===== src/rtl/fifo_rd_drainer.sv =====
`default_nettype none
// ============================================================================
// fifo_rd_drainer : async-FIFO read-side drainer with skid buffer and flush
// Rev 1.0
// ============================================================================
module fifo_rd_drainer #(
  parameter int DSIZE     = 8,
  parameter int ASIZE     = 4,
  parameter int BUF_DEPTH = 2,
  parameter int UF_CNT_W  = 8
) (
  input  logic                rclk,
  input  logic                rrst,
  input  logic                en,
  input  logic [ASIZE-1:0]    mrgn_cfg,
  input  logic                flush_req,
  output logic                flush_done,
  output logic                ren,
  output logic                rptr_clr,
  input  logic [DSIZE-1:0]    rdata,
  output logic [ASIZE-1:0]    near_empty_mrgn,
  input  logic                empty,
  input  logic                near_empty,
  input  logic                under_flow,
  output logic                m_valid,
  output logic [DSIZE-1:0]    m_data,
  input  logic                m_ready,
  output logic                m_low,
  output logic                uf_err,
  output logic [UF_CNT_W-1:0] uf_cnt,
  output logic [15:0]         rd_cnt
);

  localparam int PTR_W = (BUF_DEPTH > 2) ? 2 : 1;
  localparam int CNT_W = PTR_W + 2;
  localparam logic [CNT_W-1:0] DEPTH_C = CNT_W'(BUF_DEPTH);

  typedef enum logic [1:0] {
    RUN       = 2'd0,
    FL_WAIT   = 2'd1,
    FL_CLR    = 2'd2,
    FL_SETTLE = 2'd3
  } state_t;

  state_t           state;
  state_t           state_nxt;
  logic [DSIZE-1:0] buf_mem [BUF_DEPTH];
  logic [PTR_W-1:0] head;
  logic [PTR_W-1:0] tail;
  logic [CNT_W-1:0] buf_cnt;
  logic [CNT_W-1:0] occ;
  logic             inflight;
  logic             fl_hold;
  logic             pop;
  logic             in_run;
  logic             flush_go;

  assign in_run     = (state == RUN);
  assign flush_go   = in_run & flush_req;
  assign occ        = buf_cnt + CNT_W'(inflight);
  assign m_valid    = in_run & (buf_cnt != '0);
  assign m_data     = buf_mem[head];
  assign pop        = m_valid & m_ready;
  // m_ready feeds ren combinationally so a full buffer can refill while it drains
  assign ren        = ~rrst & in_run & en & ~flush_req & ~empty & ((occ < DEPTH_C) | pop);
  assign rptr_clr   = ~rrst & (state == FL_CLR);
  assign flush_done = ~rrst & (state == FL_SETTLE);

  always_comb begin
    state_nxt = state;
    case (state)
      RUN:       if (flush_req) state_nxt = FL_WAIT;
      FL_WAIT:   if (!inflight && !fl_hold) state_nxt = FL_CLR;
      FL_CLR:    state_nxt = FL_SETTLE;
      FL_SETTLE: state_nxt = RUN;
      default:   state_nxt = RUN;
    endcase
  end

  // A read that landed alongside flush_req holds FL_WAIT one extra cycle so the
  // FIFO's own read-pointer advance settles before the pointer is cleared.
  always_ff @(posedge rclk) begin
    if (rrst) begin
      state   <= RUN;
      fl_hold <= 1'b0;
    end else begin
      state   <= state_nxt;
      fl_hold <= flush_go & inflight;
    end
  end

  always_ff @(posedge rclk) begin
    if (rrst) begin
      head     <= '0;
      tail     <= '0;
      buf_cnt  <= '0;
      inflight <= 1'b0;
      for (int i = 0; i < BUF_DEPTH; i++) buf_mem[i] <= '0;
    end else begin
      inflight <= ren;
      if (flush_go) begin
        head    <= '0;
        tail    <= '0;
        buf_cnt <= '0;
      end else if (in_run) begin
        if (inflight) begin
          buf_mem[tail] <= rdata;
          tail          <= tail + PTR_W'(1);
        end
        if (pop) head <= head + PTR_W'(1);
        buf_cnt <= buf_cnt + CNT_W'(inflight) - CNT_W'(pop);
      end
    end
  end

  always_ff @(posedge rclk) begin
    if (rrst) begin
      near_empty_mrgn <= '0;
      m_low           <= 1'b0;
      uf_err          <= 1'b0;
      uf_cnt          <= '0;
      rd_cnt          <= '0;
    end else begin
      near_empty_mrgn <= mrgn_cfg;
      m_low           <= near_empty;
      if (under_flow) begin
        uf_err <= 1'b1;
        if (uf_cnt != {UF_CNT_W{1'b1}}) uf_cnt <= uf_cnt + UF_CNT_W'(1);
      end
      if (pop) rd_cnt <= rd_cnt + 16'd1;
    end
  end

endmodule
`default_nettype wire

===== config.mk =====
export PLATFORM = sky130hd
export DESIGN_NAME = fifo_rd_drainer
export DESIGN_NICKNAME = d
export VERILOG_FILES = /design/src/rtl/fifo_rd_drainer.sv
export SDC_FILE = /design/constraint.sdc
export NUM_CORES = 1
export LEC_CHECK = 0
export BUFFER_PORTS_ARGS = -buffer_cell sky130_fd_sc_hd__buf_2
export CELL_PAD_IN_SITES_DETAIL_PLACEMENT = 2
export CELL_PAD_IN_SITES_GLOBAL_PLACEMENT = 2
export CORE_AREA = 5 5 92 94
export CTS_CLUSTER_SIZE = 10
export DETAILED_ROUTE_END_ITERATION = 6
export DIE_AREA = 0 0 97 99
export PLACE_DENSITY_LB_ADDON = 0.1
export SLEW_MARGIN = 20
export SYNTH_ARGS = -nofsm -noshare
export SYNTH_HDL_FRONTEND = slang
export SYNTH_SLANG_ARGS = --single-unit

===== constraint.sdc =====
create_clock -name rclk -period 5.1 [get_ports rclk]
set_input_delay 1.02 -clock rclk [delete_from_list [all_inputs] [get_ports rclk]]
set_output_delay 1.02 -clock rclk [all_outputs]
set_load 0.02 [all_outputs]

# Word level (Yosys, flattened, before mapping)
# Memories as Yosys holds them, arrays and structs flattened. A register that Yosys moved wholly into a read port is not among the register bits.
# Cells that the tools add are included.
[word_totals]
ff_bits = 39
ram_bits = 16
wordCells = 66
mem_count = 1
[classes]
addsub = 6
n_lt_le_gt_ge = 1
n_eq_ne = 6
mux = 15
n_bitwise = 15
reduce_logical = 11
[memory_table]
columns = ["name", "depth", "width", "read_ports", "rd_ports_with_merged_regs", "write_ports", "line", "source"]
rows = [
  ["buf_mem", 2, 8, 1, 1, 2, "47", "logic [DSIZE-1:0] buf_mem [BUF_DEPTH];"],
]
[ops]
columns = ["cell", "count"]
rows = [
  ["adder 16 x 1 -> 16 bit (second input constant)", 1],
  ["bitwise AND 1 bit", 11],
  ["2-to-1 mux 1 bit", 11],
  ["adder 8 x 1 -> 8 bit (second input constant)", 1],
  ["2-to-1 mux 8 bit", 1],
  ["inequality test 8 bit (second input constant)", 1],
  ["case mux 2 bit (4 select lines)", 1],
  ["AND reduction 2 bit", 4],
  ["OR reduction 8 bit", 1],
  ["equality test 2 bit (second input constant)", 2],
  ["2-to-1 mux 2 bit", 2],
  ["inequality test 2 bit (second input constant)", 2],
  ["adder 3 x 1 -> 3 bit", 1],
  ["< comparator 3 x 2 -> 1 bit (second input constant)", 1],
  ["NOT 1 bit", 3],
  ["nonzero test 3 bit", 1],
  ["subtractor 3 x 1 -> 3 bit", 1],
  ["adder 1 bit (second input constant)", 2],
  ["equality test 2 x 1 -> 1 bit (second input constant)", 1],
  ["zero test 1 bit", 2],
  ["zero test 2 bit", 1],
  ["OR reduction 2 bit", 1],
  ["logical AND 1 bit", 1],
  ["bitwise OR 1 bit", 1],
]

# Depth between registers and ports, before layout
[depth]
depth_word = 7
ltp_mapped = 11
ltp_nobuf = 10

# Worst setup path before layout
# Ideal clock, no wire load.
[synth_timing]
path_type = "input port to output port"
start = "input rrst"
end = "output ren"
arrival_time_ns = 2.051
required_time_ns = 4.080
path_slack_ns = 2.029
stages = 4
path_buffers = 1
path_cell_list = "clkbuf_1 -> inv_1 -> nand2_1 -> nor4_1"
[synth_via]
elab_chain_len = 6
[synth_rtl]
columns = ["item", "line", "source"]
rows = [
  ["start: declaration", "13", "input logic rrst,"],
  ["NOT 1 bit", "65", "assign ren = ~rrst & in_run & en & ~flush_req & ~empty & ((occ < DEPTH_C) | pop);"],
  ["bitwise AND 1 bit (5 in a row)", "65", ""],
  ["end: declaration", "18", "output logic ren,"],
]
# No other way between the ends.

# Worst setup path after layout
# Same ends and word-level chain as after synthesis.

==> metrics.yaml <==
status:
  status: "finished, final reports clean"
worst_setup_path:
  critical_path_buf_inv_count: 3
  cp_max_fo: 49
  cp.arrival_ns: 2.37
  startpoint_type: "input port"
  end_kind: "output port"
  crit_type: "in2out"
  path_cells: "buf_2, inv_1, nand2_1, nor4_1, buf_2"
  crit_family: "buffers and inverters"
  crit_top_cell: "buf_2"
  cp_slowest_cell: "buf_2"
  cp.required_ns: 4.08
  slowest_delay_ns: 0.67
placed_design:
  dpl_cell_area_sq_um: 2980
  portBuffers: 61
  gp_congestion: 0.710
  dp_hpwl_mm: 4.83
synthesis:
  syn_area_sq_um: 2580
  netlist_top_cells_area: "dfxtp_1 (31%), edfxtp_1 (19%), ha_1 (5.3%)"
  ys_seq_elements: 56
  ys_types: 46
  yosys.area.top_type_share_pct: 31.0
  synth_common_cells: "dfxtp_1 (40), nor2_1 (30), and2_1 (16), edfxtp_1 (16), nand2_1 (13)"
  synth_ff_type: "dfxtp_1"
  syn_inst: 251
  synth_largest_area_cell: "dfxtp_1"
  ys_seq_area_share_pct: 49.6
  synth-edff-count: 16
  syn_nets: 282
  synth_most_common_cell: "dfxtp_1"
  avgSynthCellArea_sq_um: 10.3
  async_flop_share_pct: 0
  yosys_warnings: 0
route:
  first_pass_iters: 4
  drc_errors: 0
  drt-initial-drc-count: 54
  met1_length_mm: 2.87
  dr_total_vias: 2060
  highest_layer: "met4"
  met3WireLength_um: 234
  wl_mm: 6.52
  wl_per_cell_um: 15.7
  ant_nets: 0
  met2_length_mm: 3.31
  routed_via_density: 4.98
sta:
  relSlewSlack_pct: 39.2
  hold_viol: 0
  fmax_mhz: 295
  drv_slew: 0
  clock_skew_ns: 0.0118
  rsz0062_at_grt: "no"
  period_share_pct: 66.5
  period_needed_ns: 3.39
  tns_ns: 0
  worst_pin_slew_ns: 0.913
  final-setup-viol-count: 0
pwr:
  powerDensity_nw_per_um2: 294
  leakage_nw: 1.30
  vdd_drop_max_mv: 0.123
grt:
  track_usage_pct: 13.8
  grt_antenna_before_repair: 0
  gr-total-overflow: 0
  grt_pass1_wl_mm: 10.9
  grt_pass1_vias: 2242
  grt_start_max_net_pins: 50
layout:
  area_growth_pct: 19.0
  nNetsFinal: 342
  n_antenna_cell: 0
  drive_above_1_share_pct: 29.2
  stdcell_area_sq_um: 3080
  fillerInstances: 843
clock_network:
  postCtsSetupRepairBufs: 0
  cts_resized: 0
  cts_tree: "yes"
  clkLatencyLatePin_ns: 0.32
  cts_hold_buffers: 0
  clock_path_buffers: 2
  cts.sink_count: 56
  path_clk_slew_ns: 0.11
  htree_num_levels: 2
  numCtsBuffers: 5
  cts_root_buf: "clkbuf_8"
floorplanning:
  initial_core_util_pct: 34.2
  ios: 62
  fp.dieW_um: 97
  fp.coreArea_sq_um: 7570
  rows: 32
  die_h_um: 99
  die-area_sq_um: 9600
job:
  drv_cap: 0
min_path:
  hold_class: "reg2reg"
flip-flops by register name (all words and copies together), names as in the netlist, named ones only:
signal and flops:
head 1, tail 1, m_low 1, buf_cnt 3, state 2, buf_mem 16, near_empty_mrgn 4, inflight 1
fl_hold 1, uf_cnt 8, rd_cnt 16, uf_err 1
layout by cell type, fill, tap and decap left out, types with 10 or more instances in the layout:
master,synthesis,layout
nand3_1,11,11
nor2b_1,11,11
edfxtp_1,16,16
dfxtp_1,40,40
and2_1,16,16
ha_1,11,11
buf_2,1,61
a21oi_1,10,10
nor2_1,30,30
nand2_1,13,13
power by group:
part | internal, W | switching (W) | total (W)
Clock | 0.000101 | 0.000160 | 0.000260
Sequential | 0.000475 | 0.0000149 | 0.000490
Combinational | 0.0000508 | 0.000103 | 0.000154
Total | 0.000627 | 0.000277 | 0.000904
logic make-up after synthesis:
family | count (synthesis) | share of synthesized area (%)
AO/OA/AOI/OAI | 27 | 7.07
XOR/XNOR | 14 | 4.74
adder cells (fa/ha/maj) | 11 | 5.32
buffers and inverters | 16 | 2.52
flip-flops | 56 | 49.6
multiplexers | 13 | 5.76
AND/OR/NAND/NOR | 114 | 25.0
path summary, 6_finish.rpt:
check,slack (ns),cells past startpoint,to,from
setup / recovery,1.71,5,ren,rrst
hold / removal,0.49,2,uf_err,uf_err
setup reg to reg,2.55,5,buf_mem[0][0],state[0]
hold reg to reg,0.49,2,uf_err,uf_err
tightest hold or removal path, cell delays in order, from the launching register on:
cell and delay (ns):
dfxtp_1 0.34, nor2_1 0.05, nor2_1 0.07
routing by layer:
metal | track usage, % | vias up
met4 | 4.32 | 0
met3 | 3.33 | 8
met5 | 0 | -
li1 | - | 999
met1 | 16.5 | 1014
met2 | 24.6 | 39
stage by stage:
| stage | utilization (%) | total power, W | std cells | setup slack (ns) | hold slack (ns) |
|---|---|---|---|---|---|
| CTS | 40.7 | 0.000919 | 414 | 1.65 | 0.498 |
| detailed placement | 39.4 | 0.000657 | 406 | 1.65 | 0.462 |
| finish | 40.7 | 0.000904 | 414 | 1.71 | 0.488 |
| global route | 40.7 | 0.000958 | 414 | 1.56 | 0.555 |
| floorplan | - | 0.000610 | 251 | 2.03 | 0.469 |
| global placement | 39.4 | 0.000648 | 406 | 1.72 | 0.459 |
area by class of cell:
type                    instances  area (sq um)  share of cell area, %
flip-flops and latches         56          1280                   41.6
clock buffers                   5          68.8                   2.24
repair buffers                 61           305                   9.92
inverters                       8          30.0                  0.976
multi-input cells             179          1240                   40.3
clock inverters                 3          25.0                  0.813
well taps                     102           128                   4.15
Note: power is estimated with default switching activity, not from simulation.
